[src/rtl/fetch_ctrl.sv]
// fetch_ctrl -- instruction-fetch sequencer.
//
// Owns the fetch PC, issues one outstanding instruction-memory request at a
// time, buffers returned instructions in a small FIFO toward decode and
// handles redirects from execute (FIFO flush plus discard of any stale
// in-flight response).
//
// Handshake rule (all interfaces): a transfer happens in a cycle where both
// valid and ready are high at the rising clock edge; valid never waits on
// ready, and payload is held stable while valid is high and ready is low.
//
// Parameters:
//   ENTRY_PC   first PC fetched after reset (low 2 bits must be 0)
//   BUF_DEPTH  instruction FIFO entries (power of 2, >= 2)
//
// Ports:
//   clk, reset                      clock, asynchronous active-high reset
//   redirect_valid, redirect_pc     PC change request from execute
//   mem_req_valid/addr/ready        instruction-memory request channel
//   mem_resp_valid/data             response for the single outstanding request
//   id_valid/instr/pc, id_ready     instruction stream toward decode
//   o_dbg_state                     current FSM state (debug/observability)
//
// Build option:
//   FETCH_BYPASS_EN  when defined, a response arriving while the FIFO is empty
//                    is presented to decode in the same cycle; if decode takes
//                    it, it is never written into the FIFO.

module fetch_ctrl #(
  parameter logic [63:0] ENTRY_PC  = 64'h0,
  parameter int          BUF_DEPTH = 2
) (
  input  logic        clk,
  input  logic        reset,
  input  logic        redirect_valid,
  input  logic [63:0] redirect_pc,
  output logic        mem_req_valid,
  output logic [63:0] mem_req_addr,
  input  logic        mem_req_ready,
  input  logic        mem_resp_valid,
  input  logic [31:0] mem_resp_data,
  output logic        id_valid,
  output logic [31:0] id_instr,
  output logic [63:0] id_pc,
  input  logic        id_ready,
  output logic [1:0]  o_dbg_state
);

  typedef enum logic [1:0] {
    S_REQ   = 2'd0,
    S_WAIT  = 2'd1,
    S_DRAIN = 2'd2
  } state_t;

  localparam int PTR_W = (BUF_DEPTH > 1) ? $clog2(BUF_DEPTH) : 1;
  localparam int CNT_W = $clog2(BUF_DEPTH + 1);
  localparam logic [CNT_W-1:0] DEPTH_C = CNT_W'(BUF_DEPTH);

  state_t            r_state;
  state_t            w_state_nxt;
  logic [63:0]       r_pc;
  logic [63:0]       r_req_pc;
  logic [63:0]       r_fifo_pc    [BUF_DEPTH];
  logic [31:0]       r_fifo_instr [BUF_DEPTH];
  logic [PTR_W-1:0]  r_rd_ptr;
  logic [PTR_W-1:0]  r_wr_ptr;
  logic [CNT_W-1:0]  r_count;

  logic              w_can_req;
  logic              w_req_fire;
  logic              w_resp_take;
  logic              w_head_valid;
  logic              w_push;
  logic              w_pop;
  logic [63:0]       w_redirect_pc;

  // Low two bits of the redirect target are ignored (word-aligned fetch).
  assign w_redirect_pc = redirect_pc & ~64'h3;

  // Credit rule: only request when a FIFO slot is guaranteed for the reply.
  assign w_can_req     = (r_count < DEPTH_C);
  assign mem_req_valid = (r_state == S_REQ) && w_can_req;
  assign mem_req_addr  = r_pc;
  assign w_req_fire    = mem_req_valid && mem_req_ready;

  // A response is only kept when it answers a live request in WAIT and no
  // redirect kills it in the same cycle.
  assign w_resp_take   = (r_state == S_WAIT) && mem_resp_valid && !redirect_valid;
  assign w_head_valid  = (r_count != '0);

  // Decode only ever pops from the FIFO head; a redirect suppresses decode.
  assign w_pop         = w_head_valid && !redirect_valid && id_ready;

`ifdef FETCH_BYPASS_EN
  logic w_bypass;
  assign w_bypass = w_resp_take && !w_head_valid;
  assign id_valid = (w_head_valid && !redirect_valid) || w_bypass;
  assign id_instr = w_bypass ? mem_resp_data : r_fifo_instr[r_rd_ptr];
  assign id_pc    = w_bypass ? r_req_pc      : r_fifo_pc[r_rd_ptr];
  // A bypassed instruction consumed by decode never occupies a slot.
  assign w_push   = w_resp_take && !(w_bypass && id_ready);
`else
  assign id_valid = w_head_valid && !redirect_valid;
  assign id_instr = r_fifo_instr[r_rd_ptr];
  assign id_pc    = r_fifo_pc[r_rd_ptr];
  assign w_push   = w_resp_take;
`endif

  assign o_dbg_state = r_state;

  // Next-state logic. Redirect has priority; a request accepted or still
  // outstanding at redirect time must have its response drained.
  always_comb begin
    w_state_nxt = r_state;
    case (r_state)
      S_REQ: begin
        if (redirect_valid) begin
          w_state_nxt = w_req_fire ? S_DRAIN : S_REQ;
        end else if (w_req_fire) begin
          w_state_nxt = S_WAIT;
        end
      end
      S_WAIT: begin
        if (mem_resp_valid) begin
          w_state_nxt = S_REQ;
        end else if (redirect_valid) begin
          w_state_nxt = S_DRAIN;
        end
      end
      S_DRAIN: begin
        if (mem_resp_valid) begin
          w_state_nxt = S_REQ;
        end
      end
      default: w_state_nxt = S_REQ;
    endcase
  end

  always_ff @(posedge clk or posedge reset) begin
    if (reset) begin
      r_state  <= S_REQ;
      r_pc     <= ENTRY_PC;
      r_req_pc <= ENTRY_PC;
    end else begin
      r_state <= w_state_nxt;
      if (w_req_fire) begin
        r_req_pc <= r_pc;
      end
      if (redirect_valid) begin
        r_pc <= w_redirect_pc;
      end else if (w_req_fire) begin
        r_pc <= r_pc + 64'd4;  // wraps to 0 past the top of the address space
      end
    end
  end

  always_ff @(posedge clk or posedge reset) begin
    if (reset) begin
      for (int i = 0; i < BUF_DEPTH; i++) begin
        r_fifo_pc[i]    <= '0;
        r_fifo_instr[i] <= '0;
      end
      r_rd_ptr <= '0;
      r_wr_ptr <= '0;
      r_count  <= '0;
    end else if (redirect_valid) begin
      // Flush: entries become invalid; contents need not be cleared.
      r_rd_ptr <= '0;
      r_wr_ptr <= '0;
      r_count  <= '0;
    end else begin
      if (w_push) begin
        r_fifo_pc[r_wr_ptr]    <= r_req_pc;
        r_fifo_instr[r_wr_ptr] <= mem_resp_data;
        r_wr_ptr               <= r_wr_ptr + PTR_W'(1);
      end
      if (w_pop) begin
        r_rd_ptr <= r_rd_ptr + PTR_W'(1);
      end
      case ({w_push, w_pop})
        2'b10:   r_count <= r_count + CNT_W'(1);
        2'b01:   r_count <= r_count - CNT_W'(1);
        default: r_count <= r_count;
      endcase
    end
  end

endmodule
[config.mk]
export PLATFORM = sky130hd
export DESIGN_NAME = fetch_ctrl
export DESIGN_NICKNAME = d
export VERILOG_FILES = /design/src/rtl/fetch_ctrl.sv
export SDC_FILE = /design/constraint.sdc
export NUM_CORES = 1
export LEC_CHECK = 0
export CAP_MARGIN = 30
export CORE_MARGIN = 3
export CORE_UTILIZATION = 50
export CTS_CLUSTER_DIAMETER = 80
export DETAILED_ROUTE_END_ITERATION = 7
export PLACE_DENSITY_LB_ADDON = 0.12
export SYNTH_ARGS = -nofsm -noshare
export SYNTH_HDL_FRONTEND = slang
export SYNTH_SLANG_ARGS = --single-unit
[constraint.sdc]
create_clock -name clk -period 16.15 [get_ports clk]
set_input_delay 4.845 -clock clk [delete_from_list [all_inputs] [get_ports clk]]
set_output_delay 4.845 -clock clk [all_outputs]
set_load 0.03 [all_outputs]
-- Word level (Yosys, flattened, before mapping)
Index checks and enable logic that the tools add are counted.
- input bits: 102
- logic and storage cells: 72
- output and inout bits: 164
- register bits: 326
- order comparisons: 4
- reduce and logical (&&, ||, !) cells: 16
- eq/ne operators: 7
- bitwise gates (word level): 3
- multiplexer cells: 27
- add/sub/neg operators: 5
- operator list (kind ; number):
    64-bit 2-to-1 mux ; 6
    128-bit bitwise mux ; 1
    32-bit 2-to-1 mux ; 4
    64-bit by 3-bit adder with 64-bit output (second input constant) ; 1
    64-bit bitwise mux ; 1
    64-bit demux with 1-bit select ; 1
    32-bit demux with 1-bit select ; 1
    2-bit 2-to-1 mux ; 7
    2-bit nonzero test ; 4
    1-bit logical AND ; 7
    3-bit != test (second input constant) ; 2
    2-bit one-hot mux with 3 select lines ; 1
    2-bit by 1-bit == test with 1-bit output (second input constant) ; 2
    2-bit == test (second input constant) ; 2
    2-bit >= comparator (second input constant) ; 2
    1-bit 2-to-1 mux ; 4
    1-bit NOT with 2-bit output ; 2
    2-bit one-hot mux with 2 select lines ; 1
    3-bit AND reduction ; 1
    3-bit nonzero test ; 1
    1-bit adder (second input constant) ; 2
    2-bit by 1-bit adder with 2-bit output (second input constant) ; 1
    2-bit zero test ; 1
    2-bit by 1-bit less-than comparator with 1-bit output (second input constant) ; 1
    6 further kinds ; 6

-- Depth between registers and ports, before layout
Gate-level depths: netlist of run 1.
- word-level depth: 6
- gate-level depth with buffers: 8
- gate-level depth less buffers: 6

-- Worst setup path after synthesis of run 1
OpenSTA, ideal clock, no wires.
- path type: input to output
- start point: input redirect_valid
- end point: output id_valid
- buffers on the path: 3
- stages: 4
- data required time: 11305 ps
- arrival: 5845 ps
- slack: 5460 ps
- cells stage by stage: clkbuf_1 -> clkbuf_1 -> clkbuf_1 -> nor2_1
- word-level cells in the longest chain between the ends: 2
- ends and longest elaborated chain (element ; RTL line ; RTL):
    start: declaration ; 35 ; input logic redirect_valid,
    1-bit zero test ; 103 ; assign id_valid = w_head_valid && !redirect_valid;
    1-bit logical AND ; 103 ;
    end: declaration ; 42 ; output logic id_valid,
No other way between the ends.

-- Worst setup path after layout of run 1
Ends and elaborated chain as after synthesis.

==> results of run 1 <==
==> logic make-up (layout without fill, tap and decap cells) <==
| group | Yosys count | in the layout | share of synthesized area, % |
|---|---|---|---|
| AOI/OAI and AO/OA | 92 | 92 | 3.81 |
| xor gates and xnor gates | 41 | 41 | 2.51 |
| adders and majority gates | 1 | 1 | 0.0875 |
| buffers and inverters | 86 | 352 | 2.48 |
| DFF | 318 | 318 | 55.7 |
| muxes | 288 | 288 | 22.7 |
| other | 1 | 4 | 0.0262 |
| and+or+nand+nor | 395 | 395 | 12.7 |
==> synth_stat cells, types with 9 or more instances <==
cell | n | area [µm²]
dfrtp_1 | 318 | 7960
mux2_2 | 286 | 3220
nand2_1 | 227 | 852
clkbuf_1 | 53 | 199
o21ai_0 | 52 | 260
nor2_1 | 37 | 139
nand3_1 | 30 | 150
nand4_1 | 30 | 188
xor2_1 | 27 | 236
a31oi_1 | 16 | 100
or4_1 | 16 | 120
inv_1 | 14 | 52.6
o31ai_1 | 14 | 105
xnor2_1 | 14 | 123
nor3_1 | 13 | 65.1
buf_1 | 12 | 45.0
and3_1 | 9 | 56.3
==> power by group <==
group,leakage [nW],switching (mW),internal [mW]
registers,4.07,0.131,0.998
logic,3.62,0.491,0.444
clock network,0.530,0.310,0.442
total,8.22,0.932,1.88
==> how the worst max path moves through the flow <==
stage                                               to  slack (ps)
final                                         id_valid        5450
after global routing                          id_valid        5440
after CTS                                     id_valid        5460
after detailed placement                      id_valid        5460
after global placement                        id_valid        5470
after floorplan           mem_req_addr[10]$_DFFE_PP0P_        2510
==> critical path, delay by kind of cell <==
family / cells / cell delay (ps)
buf+inv: 2 / 890
simple gates: 1 / 120
==> through the flow <==
stage	instances	area (µm²)	worst slack, ps	power [mW]	utilization (%)
finish	1869	18300	5450	2.82	65.4
global route	1869	18300	5440	2.96	65.4
CTS	1869	18300	5460	2.84	65.4
detailed placement	1807	17300	5460	2.08	61.6
global placement	1806	17200	5470	2.06	61.5
floorplan	1225	14300	2510	1.71	-
==> per-layer routing <==
layer	up-vias	routed length (µm)	share of wire, %	GRT usage (%)
li1	4761	-	-	-
met1	5131	16200	45	32.9
met2	288	17000	47	37.9
met3	57	2350	6.5	5.39
met4	8	665	1.8	5.75
met5	-	45	0.12	0
==> final cells by class <==
cell class	count	area share, %
tap	378	2.58
sequential	318	43.4
timing repair buffer	276	14.9
inverter	14	0.328
clock buffer	53	5.42
multi-input combinational	821	32.9
clock inverter	9	0.444
==> sequential cells by signal (all words and copies together) (netlist names) <==
signal and cells:
r_wr_ptr 1, r_req_pc 62, r_fifo_instr 64, o_dbg_state 2, r_fifo_pc 124, r_count 2
r_rd_ptr 1, mem_req_addr 62
==> flow_metrics.py, run 1 <==
metrics = {
    "detailed_routing": {
        "viasPerCell": 5.48,
        "drt_iter0_drc": 539,
        "drc_errors": 0,
        "ant_nets": 0,
        "drt-wirelength-per-cell_um": 19.4,
        "vias": 10200,
        "firstDrtPassIters": 4,
        "wl_mm": 36.3,
    },
    "timing": {
        "slew_headroom_pct": 34.8,
        "fin_crit_sh_pct": 66.3,
        "setup_tns_ps": 0,
        "maxSlewViolCount": 0,
        "hold_viol": 0,
        "holdWs_ps": 493,
        "period_minus_slack_ps": 10700,
        "worst_pin_slew_ps": 978,
        "timing.fmax_ghz": 0.0934,
        "setup_viol": 0,
        "rsz0062_at_grt": "no",
        "fin_skew_ps": 15.3,
    },
    "critical_path": {
        "cp_slowest_stage_delay_ps": 750,
        "crit_chain": "buf_4, nor2_1, clkdlybuf4s50_1",
        "cp_data_required_time_ps": 11300,
        "arrival_ps": 5860,
        "end_kind": "primary output",
        "worst_r2r_startpoint": "r_count[1]$_DFFE_PP0P_",
        "worstReg2RegEnd": "mem_req_addr[53]$_DFFE_PP0P_",
        "r2r_slack_ps": 12550,
        "path_class": "input pin to primary output",
        "reg2regPathDepth": 5,
        "critPathMaxFanout": 5,
        "cp-startpoint": "redirect_valid",
        "cp_slowest_cell": "clkdlybuf4s50_1",
        "cp-start-kind": "input pin",
    },
    "floorplanning": {
        "die_w_um": 175,
        "io_pins": 266,
        "die_area_um2": 30700,
        "coreArea_um2": 28000,
        "initial_core_util_pct": 51.0,
        "die_y_um": 175,
        "placementRows": 61,
    },
    "clocking": {
        "htree_levels": 2,
        "cts_buffer_depth": 3,
        "postCtsSetupBuffers": 0,
        "cts_root_buffer": "clkbuf_16",
        "cts_tree": "built",
        "post_cts_resized": 0,
        "path_clk_slew_ps": 60,
        "cts_buffers": 35,
        "clkSinkCount": 318,
        "postCtsHoldBufs": 0,
        "clock_latency_ps": 510,
    },
    "synthesis": {
        "synth.distinct_cells": 43,
        "synth-seq-area-share_pct": 55.7,
        "netlist_area_um2": 14300,
        "syn_avg_cell_area_um2": 11.7,
        "ys_warn_count": 0,
        "synth_edf_count": 0,
        "synthCells": 1222,
        "synth_flop_cell": "dfrtp_1",
        "synth-async-reset-ratio_pct": 100,
        "synth.ff_latch_count": 318,
    },
    "finish": {
        "diodes": 0,
        "final_common_cell": "dfrtp_1",
        "nets": 1569,
        "seqCellArea_um2": 7960,
        "layout-drive-gt1-share_pct": 24.8,
        "final_cell_mix": "dfrtp_1 (317), mux2_2 (286), clkdlybuf4s50_1 (258), nand2_1 (226), o21ai_0 (52)",
        "areaGrowthSynthToFinish_pct": 28.2,
        "fillers": 2231,
        "multi_input_area_um2": 6020,
    },
    "global_routing": {
        "antenna_found_initial": 4,
        "overflow": 0,
        "grt_use_total_pct": 23.6,
        "grt_max_degree": 122,
        "grt_first_pass_wirelength_mm": 58.2,
        "first_global_vias": 10500,
    },
    "place": {
        "place_congestion": 0.804,
        "post-dp-hpwl_mm": 23.6,
        "numPortBuffers": 259,
    },
    "worst_hold_path": {
        "worstHoldEndpoint": "r_req_pc[2]$_DFFE_PP0P_",
        "min_path_cells": 2,
        "holdCritStartpoint": "r_req_pc[2]$_DFFE_PP0P_",
        "hp-class": "flip-flop to flip-flop",
    },
    "run_status": {
        "status": "finished, final reports clean",
    },
    "power": {
        "p_leak_nw": 8.22,
        "max-vdd-ir-drop_mv": 0.0906,
        "powerDensity_nw_per_um2": 154,
    },
    "run": {
        "cap_violations": 0,
    },
}
(Power assumes the default switching activity.)
==> inputs of run 2 (changes only) <==
- CORE_UTILIZATION: 50 -> 48
- clock period: 16.15 -> 9.6 ns (I/O delays scaled with it)
==> run 2 against run 1 <==
Against the previous run: sequential share of layout area shrank 0.21 points; worst setup slack lost 2700 ps; hold slack gained 1.3 ps; design area grew 0.48%; critical path depth is the same; via count shrank 0.68%; critical endpoint unchanged; largest power group unchanged.
==> flow_metrics.py, run 2 (synthesis gave the netlist of run 1 again) <==
metrics = {
    "clocking": {
        "cts_tree": "built",
        "htree_levels": 2,
        "cts_root_buffer": "clkbuf_16",
        "cts_buffers": 35,
        "postCtsHoldBufs": 0,
        "postCtsSetupBuffers": 0,
        "clock_latency_ps": 510,
        "path_clk_slew_ps": 60,
        "post_cts_resized": 0,
        "cts_buffer_depth": 3,
        "clkSinkCount": 318,
    },
    "floorplanning": {
        "coreArea_um2": 29000,
        "die_w_um": 179,
        "placementRows": 62,
        "initial_core_util_pct": 49.3,
        "io_pins": 266,
        "die_area_um2": 31900,
        "die_y_um": 179,
    },
    "global_routing": {
        "use_met2_pct": 35.9,
        "use_met3_pct": 4.90,
        "first_global_vias": 10200,
        "antenna_found_initial": 3,
        "overflow": 0,
        "use_met1_pct": 30.8,
        "grt_use_total_pct": 22.3,
        "grt_max_degree": 168,
        "top_usage_layer": "met2",
        "grt_first_pass_wirelength_mm": 56.5,
    },
    "critical_path": {
        "crit_chain": "buf_4, nor2_1, clkdlybuf4s50_1",
        "cp.buffers_inverters": 2,
        "cp_num_cells": 3,
        "cp_slowest_stage_delay_ps": 720,
        "worst_r2r_startpoint": "r_count[1]$_DFFE_PP0P_",
        "reg2regPathDepth": 5,
        "cp-start-kind": "input pin",
        "arrival_ps": 4020,
        "critPathMaxFanout": 45,
        "path_delay_family": "buffers and inverters",
        "r2r_slack_ps": 6050,
        "cp-startpoint": "redirect_valid",
        "cp_slowest_cell": "clkdlybuf4s50_1",
        "end_kind": "primary output",
        "path_class": "input pin to primary output",
        "worstReg2RegEnd": "mem_req_addr[53]$_DFFE_PP0P_",
        "cp_data_required_time_ps": 6720,
    },
    "place": {
        "place_congestion": 0.798,
        "post-dp-hpwl_mm": 23.2,
        "dp.cells": 1810,
        "numPortBuffers": 259,
        "dpl_cell_area_um2": 17200,
    },
    "timing": {
        "period_minus_slack_ps": 6900,
        "maxSlewViolCount": 0,
        "setup_tns_ps": 0,
        "rsz0062_at_grt": "no",
        "worst_pin_slew_ps": 1030,
        "slew_headroom_pct": 31.4,
        "timing.fmax_ghz": 0.145,
        "fin_skew_ps": 16.2,
        "setup_viol": 0,
        "hold_viol": 0,
        "fin_crit_sh_pct": 71.9,
    },
    "power": {
        "p_leak_nw": 8.26,
        "max-vdd-ir-drop_mv": 0.157,
        "powerDensity_nw_per_um2": 262,
    },
    "finish": {
        "layout-drive-gt1-share_pct": 25.2,
        "largest_reg_flops": 124,
        "largestRegisters": "r_fifo_pc x124, r_fifo_instr x64",
        "diodes": 0,
        "fillers": 2356,
        "final_cell_mix": "dfrtp_1 (317), mux2_2 (286), clkdlybuf4s50_1 (258), nand2_1 (226), o21ai_0 (52)",
        "stdcell_count": 1874,
        "multi_input_area_um2": 6020,
        "areaGrowthSynthToFinish_pct": 28.9,
        "top_register": "r_fifo_pc",
        "final_common_cell": "dfrtp_1",
        "seqCellArea_um2": 7960,
        "fin_area_um2": 18400,
        "nets": 1566,
    },
    "detailed_routing": {
        "firstDrtPassIters": 5,
        "drt-wirelength-per-cell_um": 19.1,
        "vias": 10200,
        "viasPerCell": 5.43,
        "drc_errors": 0,
        "drt_iter0_drc": 582,
        "wl_mm": 35.8,
        "ant_nets": 0,
    },
    "run_status": {
        "status": "finished, final reports clean",
    },
    "worst_hold_path": {
        "worstHoldEndpoint": "r_req_pc[2]$_DFFE_PP0P_",
        "holdCritStartpoint": "r_req_pc[2]$_DFFE_PP0P_",
        "min_path_cells": 2,
        "hp-class": "flip-flop to flip-flop",
    },
    "run": {
        "cap_violations": 0,
    },
}
## run 2: cell count changes in the layout (fill, tap and decap cells not counted)
cell        delta
clkbuf_8      +11
clkbuf_1       -6
buf_4          -3
clkinv_2       -3
buf_12         +1
buf_16         -1
clkinvlp_4     +1
inv_8          -1
## run 2: cell type report
type | instances | share of cell area, %
clock buffer | 58 | 6.09
clock inverter | 6 | 0.360
inverter | 14 | 0.306
multi-input combinational | 821 | 32.7
sequential | 318 | 43.2
tap | 384 | 2.61
timing repair buffer | 273 | 14.7
## run 2: worst reg2reg max path: stages, from the launching register on
cell	delay, ps
dfrtp_1	470
or4b_4	980
nor4_1	880
nand4_2	460
or4_1	600
nand3_1	90
## run 2: worst max-delay path by stage
stage          slack, ps                            to
2_1_floorplan       2480  mem_req_addr[10]$_DFFE_PP0P_
3_3_place_gp        2680                      id_valid
3_5_place_dp        2680                      id_valid
4_1_cts             2680                      id_valid
5_1_grt             2660                      id_valid
6_report            2700                      id_valid
## run 2: through the flow
stage          hold slack [ps]  worst slack [ps]  util, %  power, mW
4_1_cts                    499              2680     63.5       4.88
5_1_grt                    510              2660     63.5       5.07
3_5_place_dp               482              2680     59.4       3.50
3_3_place_gp               478              2680     59.4       3.47
2_1_floorplan              459              2480        -       2.87
6_report                   495              2700     63.5       4.82
## run 2: power by group
group	internal [mW]	total, mW	switching [mW]
Sequential	1.68	1.90	0.220
Clock	0.826	1.35	0.527
Combinational	0.746	1.57	0.824
## run 2: layer usage
| layer | wire length (µm) | up-vias | share of wire, % |
|---|---|---|---|
| met2 | 16900 | 296 | 47 |
| met4 | 738 | 6 | 2.1 |
| met5 | 44 | - | 0.12 |
| li1 | - | 4753 | - |
| met3 | 2400 | 56 | 6.7 |
| met1 | 15700 | 5064 | 44 |
==> inputs of run 3 (changes only) <==
- CORE_UTILIZATION: 48 -> 50
- clock period: 9.6 -> 6.9 ns (I/O delays scaled with it)
==> run 3 against run 2 <==
Against the previous run: sequential share of layout area shrank 0.23 points; non-clock buffer count increased by 7; hold slack improved by 2.4 ps; combinational power increased by 39%; critical path depth unchanged; total power is 40% higher; die area down 3.9%; worst setup slack got worse by 1100 ps.
==> flow_metrics.py, run 3 (synthesis gave the netlist of run 1 again) <==
metrics = {
    "timing": {
        "worst_pin_slew_ps": 907,
        "timing.fmax_ghz": 0.189,
        "slew_headroom_pct": 39.5,
        "setup_tns_ps": 0,
        "holdWs_ps": 497,
        "hold_viol": 0,
        "fin_crit_sh_pct": 76.5,
        "maxSlewViolCount": 0,
        "fin_skew_ps": 21.7,
        "period_minus_slack_ps": 5280,
        "setup_viol": 0,
        "rsz0062_at_grt": "no",
    },
    "finish": {
        "largest_reg_flops": 124,
        "final_cell_mix": "dfrtp_1 (317), mux2_2 (286), clkdlybuf4s50_1 (258), nand2_1 (226), o21ai_0 (52)",
        "final_common_cell": "dfrtp_1",
        "layout-drive-gt1-share_pct": 25.6,
        "largestRegisters": "r_fifo_pc x124, r_fifo_instr x64",
        "areaGrowthSynthToFinish_pct": 29.5,
        "seqCellArea_um2": 7960,
        "multi_input_area_um2": 6020,
        "utilization_pct": 66.1,
        "top_register": "r_fifo_pc",
        "stdcell_count": 1875,
        "fillers": 2221,
        "nets": 1573,
        "diodes": 0,
    },
    "clocking": {
        "path_clk_slew_ps": 60,
        "cts_buffer_depth": 3,
        "postCtsSetupBuffers": 0,
        "clkSinkCount": 318,
        "postCtsHoldBufs": 0,
        "cts_tree": "built",
        "post_cts_resized": 0,
        "cts_buffers": 35,
        "cts_root_buffer": "clkbuf_16",
        "clock_latency_ps": 520,
        "htree_levels": 2,
    },
    "run_status": {
        "status": "finished, final reports clean",
    },
    "critical_path": {
        "path_class": "input pin to primary output",
        "cp_slowest_stage_delay_ps": 690,
        "arrival_ps": 3210,
        "critical_path.endpoint": "id_valid",
        "cp-startpoint": "redirect_valid",
        "worst_r2r_startpoint": "r_count[1]$_DFFE_PP0P_",
        "worstReg2RegEnd": "mem_req_addr[57]$_DFFE_PP0P_",
        "cp_data_required_time_ps": 4830,
        "crit_chain": "buf_4, nor2_1, clkdlybuf4s50_1",
        "critPathMaxFanout": 37,
        "cp-start-kind": "input pin",
        "end_kind": "primary output",
        "reg2regPathDepth": 6,
        "r2r_slack_ps": 3410,
        "cp_slowest_cell": "clkdlybuf4s50_1",
    },
    "global_routing": {
        "use_met2_pct": 37.9,
        "overflow": 0,
        "grt_first_pass_wirelength_mm": 58.7,
        "first_global_vias": 10600,
        "antenna_found_initial": 3,
        "use_met1_pct": 32.6,
        "use_met3_pct": 5.61,
        "grt_max_degree": 162,
        "grt_use_total_pct": 23.7,
        "top_usage_layer": "met2",
    },
    "detailed_routing": {
        "wl_mm": 36.2,
        "drt_iter0_drc": 595,
        "ant_nets": 0,
        "firstDrtPassIters": 5,
        "viasPerCell": 5.43,
        "drc_errors": 0,
        "vias": 10200,
        "drt-wirelength-per-cell_um": 19.3,
    },
    "power": {
        "p_total_mw": 6.73,
        "max-vdd-ir-drop_mv": 0.225,
        "p_clk_share_pct": 28.1,
        "switching_share_pct": 32.7,
        "p_leak_nw": 8.31,
        "switchingPower_mw": 2.20,
        "comb_power_share_pct": 32.6,
        "seq_power_share_pct": 39.3,
        "powerDensity_nw_per_um2": 363,
        "internal_power_mw": 4.52,
    },
    "run": {
        "cap_violations": 0,
    },
    "floorplanning": {
        "die_w_um": 175,
        "die_area_um2": 30700,
        "die_y_um": 175,
        "io_pins": 266,
        "coreArea_um2": 28000,
        "initial_core_util_pct": 51.0,
        "placementRows": 61,
    },
    "place": {
        "numPortBuffers": 259,
        "dp.cells": 1809,
        "post-dp-hpwl_mm": 23.9,
        "place_congestion": 0.812,
    },
    "worst_hold_path": {
        "hp-class": "flip-flop to flip-flop",
    },
}
[run 3: changes by cell type in the layout (fill, tap and decap cells not counted)]
cell / previous run / this run
clkbuf_1: 7 / 6
clkinvlp_4: 1 / 2
buf_12: 1 / 4
clkbuf_8: 16 / 12
bufinv_16: 1 / 2
buf_16: 0 / 1
buf_4: 14 / 17
clkinv_2: 2 / 5
[run 3: worst max-delay path, delay by kind of cell]
kind | cells | cell delay, ps
buffers and inverters | 2 | 910
AND/OR/NAND/NOR | 1 | 200
[run 3: worst min-delay path by stage]
stage	start	to	slack [ps]	cells after the start
finish	r_req_pc[25]$_DFFE_PP0P_	r_req_pc[25]$_DFFE_PP0P_	500	2
global route	r_fifo_pc[68]$_DFFE_PP0P_	r_fifo_pc[68]$_DFFE_PP0P_	510	1
CTS	r_fifo_pc[60]$_DFFE_PP0P_	r_fifo_pc[60]$_DFFE_PP0P_	500	1
detailed placement	r_req_pc[38]$_DFFE_PP0P_	r_req_pc[38]$_DFFE_PP0P_	480	2
global placement	r_req_pc[21]$_DFFE_PP0P_	r_req_pc[21]$_DFFE_PP0P_	480	2
floorplan	r_req_pc[10]$_DFFE_PP0P_	r_req_pc[10]$_DFFE_PP0P_	460	2
[run 3: cell type report]
class,instances,area share (%)
inverters,14,0.304
multi-input cells,821,32.5
well taps,378,2.55
clock buffers,53,5.74
flip-flops and latches,318,43.0
repair buffers,280,15.2
clock inverters,11,0.642
[run 3: power by group through the flow]
stage | clock [mW] | sequential (mW) | combinational (mW)
floorplan | 0 | 2.65 | 1.35
global placement | 0 | 2.64 | 2.17
detailed placement | 0 | 2.68 | 2.20
CTS | 1.92 | 2.64 | 2.22
global route | 2.01 | 2.71 | 2.35
finish | 1.89 | 2.65 | 2.19
[run 3: through the flow]
stage	worst slack, ps	instance area [µm²]
after global routing	1590	18500
after global placement	1440	17200
final	1620	18500
after floorplan	591	14300
after CTS	1640	18500
after detailed placement	1410	17300
[run 3: routing by layer]
metal | vias to the layer above | part of all wire, % | routed length, µm
met4 | 6 | 2.5 | 896
li1 | 4762 | - | -
met2 | 298 | 47 | 16900
met1 | 5060 | 44 | 16000
met3 | 64 | 6.4 | 2310
met5 | - | 0.11 | 41
